File: config.mk
export PLATFORM = sky130hd
export DESIGN_NAME = mux_scan_n_1_v
export DESIGN_NICKNAME = d
export VERILOG_FILES = /design/src/rtl/mux_scan_n_1_v_pkg.sv /design/src/rtl/mux_scan_n_1_v_comb.sv /design/src/rtl/mux_scan_n_1_v.sv
export SDC_FILE = /design/constraint.sdc
export NUM_CORES = 1
export LEC_CHECK = 0
export BUFFER_PORTS_ARGS = -buffer_cell sky130_fd_sc_hd__buf_2
export CAP_MARGIN = 5
export CORE_ASPECT_RATIO = 1.25
export CORE_MARGIN = 2
export CORE_UTILIZATION = 40
export CTS_BUF_LIST = sky130_fd_sc_hd__clkbuf_8
export CTS_CLUSTER_DIAMETER = 150
export DETAILED_ROUTE_END_ITERATION = 7
export PLACE_DENSITY = 0.64
export SLEW_MARGIN = 20
export SYNTH_ARGS = -nofsm -noshare
export SYNTH_HDL_FRONTEND = slang
export SYNTH_SLANG_ARGS = --single-unit
export TNS_END_PERCENT = 50
File: constraint.sdc
create_clock -name i_clk -period 2.9 [get_ports i_clk]
set_input_delay 0.58 -clock i_clk [delete_from_list [all_inputs] [get_ports i_clk]]
set_output_delay 0.58 -clock i_clk [all_outputs]
set_load 0.1 [all_outputs]
File: src/rtl/mux_scan_n_1_v_pkg.sv
// Shared state encoding and mode constants for the scanning N:1 multiplexer.
package mux_scan_n_1_v_pkg;

    typedef enum logic [1:0] {
        S_MAN   = 2'd0,
        S_DWELL = 2'd1,
        S_HOLD  = 2'd2
    } state_e;

    localparam logic MODE_MAN  = 1'b0;
    localparam logic MODE_SCAN = 1'b1;

endpackage

File: src/rtl/mux_scan_n_1_v_comb.sv
// Combinational N:1 channel select with an out-of-range flag for selects >= N_CH.
module mux_n_1_comb_v #(
    parameter int unsigned N_CH  = 8,
    parameter int unsigned W     = 1,
    parameter int unsigned SEL_W = $clog2(N_CH)
) (
    input  logic [N_CH*W-1:0] i_code,
    input  logic [SEL_W-1:0]  i_sel_code,
    output logic [W-1:0]      o_f,
    output logic              o_oor
);

    // Loop compare keeps every part-select in range when N_CH is not a power of two.
    always_comb begin
        o_f   = '0;
        o_oor = 1'b1;
        for (int unsigned k = 0; k < N_CH; k++) begin
            if (i_sel_code == SEL_W'(k)) begin
                o_f   = i_code[k*W +: W];
                o_oor = 1'b0;
            end
        end
    end

endmodule

File: src/rtl/mux_scan_n_1_v.sv
// Registered N:1 multiplexer with valid/ready output, manual select and round-robin auto-scan.
module mux_scan_n_1_v
    import mux_scan_n_1_v_pkg::*;
#(
    parameter int unsigned N_CH    = 8,
    parameter int unsigned W       = 1,
    parameter int unsigned SEL_W   = $clog2(N_CH),
    parameter int unsigned DWELL_W = 4
) (
    input  logic                i_clk,
    input  logic                i_rst_n,
    input  logic                i_en,
    input  logic                i_mode,
    input  logic [SEL_W-1:0]    i_sel_code,
    input  logic [DWELL_W-1:0]  i_dwell,
    input  logic [N_CH*W-1:0]   i_code,
    input  logic                i_ready,
    output logic                o_valid,
    output logic [W-1:0]        o_f,
    output logic [SEL_W-1:0]    o_ch,
    output logic                o_err
);

    state_e               state_q, state_d;
    logic                 mode_q;
    logic [SEL_W-1:0]     ptr_q, ptr_d;
    logic [DWELL_W-1:0]   cnt_q, cnt_d;
    logic                 valid_q, valid_d;
    logic [W-1:0]         f_q, f_d;
    logic [SEL_W-1:0]     ch_q, ch_d;
    logic                 err_q, err_d;

    logic                 free;
    logic                 capture;
    logic [SEL_W-1:0]     mux_sel;
    logic [W-1:0]         mux_f;
    logic                 mux_oor;

    assign mux_sel = (state_q == S_HOLD) ? ptr_q : i_sel_code;

    mux_n_1_comb_v #(
        .N_CH  (N_CH),
        .W     (W),
        .SEL_W (SEL_W)
    ) u_mux (
        .i_code     (i_code),
        .i_sel_code (mux_sel),
        .o_f        (mux_f),
        .o_oor      (mux_oor)
    );

    assign free = !valid_q || i_ready;

    always_comb begin
        state_d = state_q;
        ptr_d   = ptr_q;
        cnt_d   = cnt_q;
        capture = 1'b0;
        if (i_mode != mode_q) begin
            ptr_d   = '0;
            cnt_d   = '0;
            state_d = (i_mode == MODE_SCAN) ? S_DWELL : S_MAN;
        end else if (i_en) begin
            unique case (state_q)
                S_MAN: capture = free;
                // >= lets a lowered dwell release the hold on the next cycle.
                S_DWELL: begin
                    if (cnt_q >= i_dwell) state_d = S_HOLD;
                    else                  cnt_d   = cnt_q + DWELL_W'(1);
                end
                S_HOLD: begin
                    if (free) begin
                        capture = 1'b1;
                        ptr_d   = (ptr_q == SEL_W'(N_CH - 1)) ? '0 : ptr_q + SEL_W'(1);
                        cnt_d   = '0;
                        state_d = S_DWELL;
                    end
                end
                default: state_d = S_MAN;
            endcase
        end
    end

    always_comb begin
        valid_d = valid_q;
        f_d     = f_q;
        ch_d    = ch_q;
        err_d   = err_q;
        if (capture) begin
            valid_d = 1'b1;
            f_d     = mux_f;
            ch_d    = mux_sel;
            err_d   = (mode_q == MODE_MAN) && mux_oor;
        end else if (free) begin
            valid_d = 1'b0;
        end
    end

    always_ff @(posedge i_clk) begin
        if (!i_rst_n) begin
            state_q <= (i_mode == MODE_SCAN) ? S_DWELL : S_MAN;
            mode_q  <= i_mode;
            ptr_q   <= '0;
            cnt_q   <= '0;
            valid_q <= 1'b0;
            f_q     <= '0;
            ch_q    <= '0;
            err_q   <= 1'b0;
        end else begin
            state_q <= state_d;
            mode_q  <= i_mode;
            ptr_q   <= ptr_d;
            cnt_q   <= cnt_d;
            valid_q <= valid_d;
            f_q     <= f_d;
            ch_q    <= ch_d;
            err_q   <= err_d;
        end
    end

    assign o_valid = valid_q;
    assign o_f     = f_q;
    assign o_ch    = ch_q;
    assign o_err   = err_q;

endmodule

==> run summary <==
Yosys cell types = 32
final period utilization = 0.680
crit path DAT = 2150 ps
Synth Warn # = 0
P per Cell Area = 465 mW/mm2
setup TNS = 0 ps
top cell type's share of synthesized area = 0.293
Max stage delay on crit path = 410 ps
Post-Syn Area = 957 um2
Routed WL = 1990 um
area grow syn2layout = 21.2%
fill count = 228
WL per Instance = 12.0 um
n_diodes = 0
Final Skew = 1.18 ps
Final Hold Viols = 0
Tot GR Track Use = 0.176
maxcap violations = 0
buffer count from post-CTS setup fixing = 0
Max Clk Rate = 507 MHz
Post-DP Area = 0.00111 mm2
# clock sinks = 16
critical path startpoint category = flop
CP Launch Point = cnt_q[0]$_SDFFE_PP0P_
Main synth FF type = dfxtp_1
Clock Path Buffers = 2
Worst Setup EP = cnt_q[3]$_SDFFE_PP0P_
Post-synth EDFFs = 2
Seq/Total Area, Yosys = 0.356
relative slew slack = 0.678
vias in the first global route = 882
routed vias = 871
Reg clk slew, reported paths = 60 ps
worst hold-check path type = primary input to flop
Initial Util = 0.428
IO Count = 26
Net Sw Frac = 0.311
largest net degree at the start of global routing = 10
syn avg cell area = 8.86 um2
clk_lat worst skew = 250 ps
Slowest cell on crit path = dfxtp_1
Final Util = 0.519
Worst R2R Start = cnt_q[0]$_SDFFE_PP0P_
DP Wirelength = 1660 um
Yosys top cell by area = dfxtp_1
Slew @ Worst Pin = 486 ps
syn_nets = 135
net count reported at finish = 163
crit-path max FO = 8
Detail Route Antenna Nets = 0
crit-path cells = inv_1, ha_1, nand2b_4, a211oi_2, o2111ai_2, or3_1, a21oi_1
H-tree Lvls = 1
max-slew violation total from the final report = 0
non-filler cells, final = 166
die height = 58.7 um
min Tclk post-route = 1970 ps
FF-to-FF setup slack = 930 ps
status = finished clean
Internal = 0.000372 W
CP Capture Type = flop
die area = 0.00280 mm2
core box area = 0.00223 mm2
GPL Wtd Cong = 0.791
cell count after synthesis = 108
DRC violation count after routing = 0
TritonCTS buffer count = 3
most common cell in the netlist = dfxtp_1
unrepaired setup endpoints after global routing = no
layout cells sized above 1 = 0.252
classification of the worst setup path = flop to flop
part of the power in the clock network = 0.315
Design Area, Final = 0.00116 mm2
Max VDD drop = 287 uV
routed vias/inst = 5.25
PortBufs = 25
Die Wd = 47.8 um
largest cells by area after synthesis = dfxtp_1 29%, ha_1 9.2%, edfxtp_1 6.3%, mux2i_1 5.2%, mux4_2 4.7%
Async SR Flop Fraction = 0
CTS tree = done
CTS resizes = 0
Hold Buf Count CTS = 0
synthesized flop and latch total = 16
number of DRC markers in iteration 0 = 18
LEAKAGE = 0.499 nW
Final setup viols = 0
Root Driver = clkbuf_8
synth cell count leaders = 14 x dfxtp_1, 11 x nand2_1, 8 x inv_1, 8 x nand3_1, 8 x nor2_1
Core Rows = 19
Psw = 0.000168 W
DP Worst Slack = 706 ps
initial antenna violation count = 0
RR Endpoint = cnt_q[3]$_SDFFE_PP0P_
Final Worst Setup Slack = 928 ps
combinational power share = 0.232
DR pass1 iterations = 4
gr ovfl total = 0
first-pass GRT wire length = 3610 um
required time of the critical path = 3080 ps
placed insts = 162
Flop pwr share = 0.453
reg2reg path depth = 7
==> per-layer routing <==
metal	up-vias	wire [um]	GRT usage
met5	-	0	0
met4	0	27	0.0888
met3	4	74	0.0307
met2	22	997	0.293
met1	400	886	0.206
li1	445	-	-
==> worst min-delay path by stage <==
stage                                     start  depth (start not counted)               endpoint
after floorplan           cnt_q[3]$_SDFFE_PP0P_                          2  cnt_q[3]$_SDFFE_PP0P_
after global placement       o_err$_SDFFE_PN0P_                          1     o_err$_SDFFE_PN0P_
final                                    i_mode                          1         mode_q$_DFF_P_
after CTS                                i_mode                          1         mode_q$_DFF_P_
after global routing                     i_mode                          1         mode_q$_DFF_P_
after detailed placement     o_err$_SDFFE_PN0P_                          1     o_err$_SDFFE_PN0P_
==> power by group through the flow <==
| stage | combinational (W) | sequential (W) | clock [W] |
|---|---|---|---|
| after floorplan | 0.0000552 | 0.000286 | 0 |
| after global placement | 0.000124 | 0.000249 | 0 |
| after detailed placement | 0.000126 | 0.000249 | 0 |
| after CTS | 0.000127 | 0.000244 | 0.000177 |
| after global routing | 0.000139 | 0.000246 | 0.000186 |
| final | 0.000125 | 0.000244 | 0.000170 |
==> through the flow <==
stage	total power, W	hold slack (ps)
after detailed placement	0.000376	474
after floorplan	0.000341	459
final	0.000540	474
after global routing	0.000571	470
after global placement	0.000373	467
after CTS	0.000548	471
==> final cells by class <==
class / count / area (um2) / share of cell area
Clock inverter: 1 / 3.75 / 0.00324
Inverter: 8 / 30.0 / 0.0259
Multi-Input combinational cell: 81 / 573 / 0.494
Tap cell: 31 / 38.8 / 0.0334
Sequential cell: 16 / 340 / 0.293
Timing Repair Buffer: 26 / 133 / 0.114
Clock buffer: 3 / 41.3 / 0.0356
==> cell families (layout without fill, tap and decap cells) <==
| kind of cell | Yosys count | count (layout) | share of synthesized area |
|---|---|---|---|
| compound gates | 20 | 20 | 0.146 |
| fa+ha+maj | 7 | 7 | 0.0915 |
| buf+inv | 11 | 38 | 0.0457 |
| xor+xnor | 1 | 1 | 0.00915 |
| simple gates | 46 | 46 | 0.252 |
| flops | 16 | 16 | 0.356 |
| mux | 7 | 7 | 0.0993 |
==> flip-flops by register name, indices dropped and copies added (netlist names) <==
| name | flops |
|---|---|
| ptr_q | 3 |
| mode_q | 1 |
| o_ch | 3 |
| cnt_q | 4 |
| o_err | 1 |
| state_q | 2 |
| o_f | 1 |
| o_valid | 1 |
==> cell usage in the layout, fill, tap and decap left out, types with 2 or more instances in the layout <==
cell type / count
buf_2: 25
dfxtp_1: 14
nand2_1: 11
inv_1: 8
nand3_1: 8
nor2_1: 8
o21ai_0: 7
ha_1: 7
a21oi_1: 5
mux2i_1: 5
nor3_1: 3
a311oi_1: 3
clkbuf_8: 3
nand2b_1: 2
and2_1: 2
or3_1: 2
mux4_2: 2
nand4_1: 2
and3_1: 2
edfxtp_1: 2
==> critical path, delay by kind of cell (launching register included) <==
kind | cells | cell delay (ps)
AO/OA/AOI/OAI | 3 | 630
AND/OR/NAND/NOR | 2 | 540
adder cells (fa/ha/maj) | 1 | 270
buffers and inverters | 1 | 70
flip-flops | 1 | 410
Power figures use the tool's default switching activity.
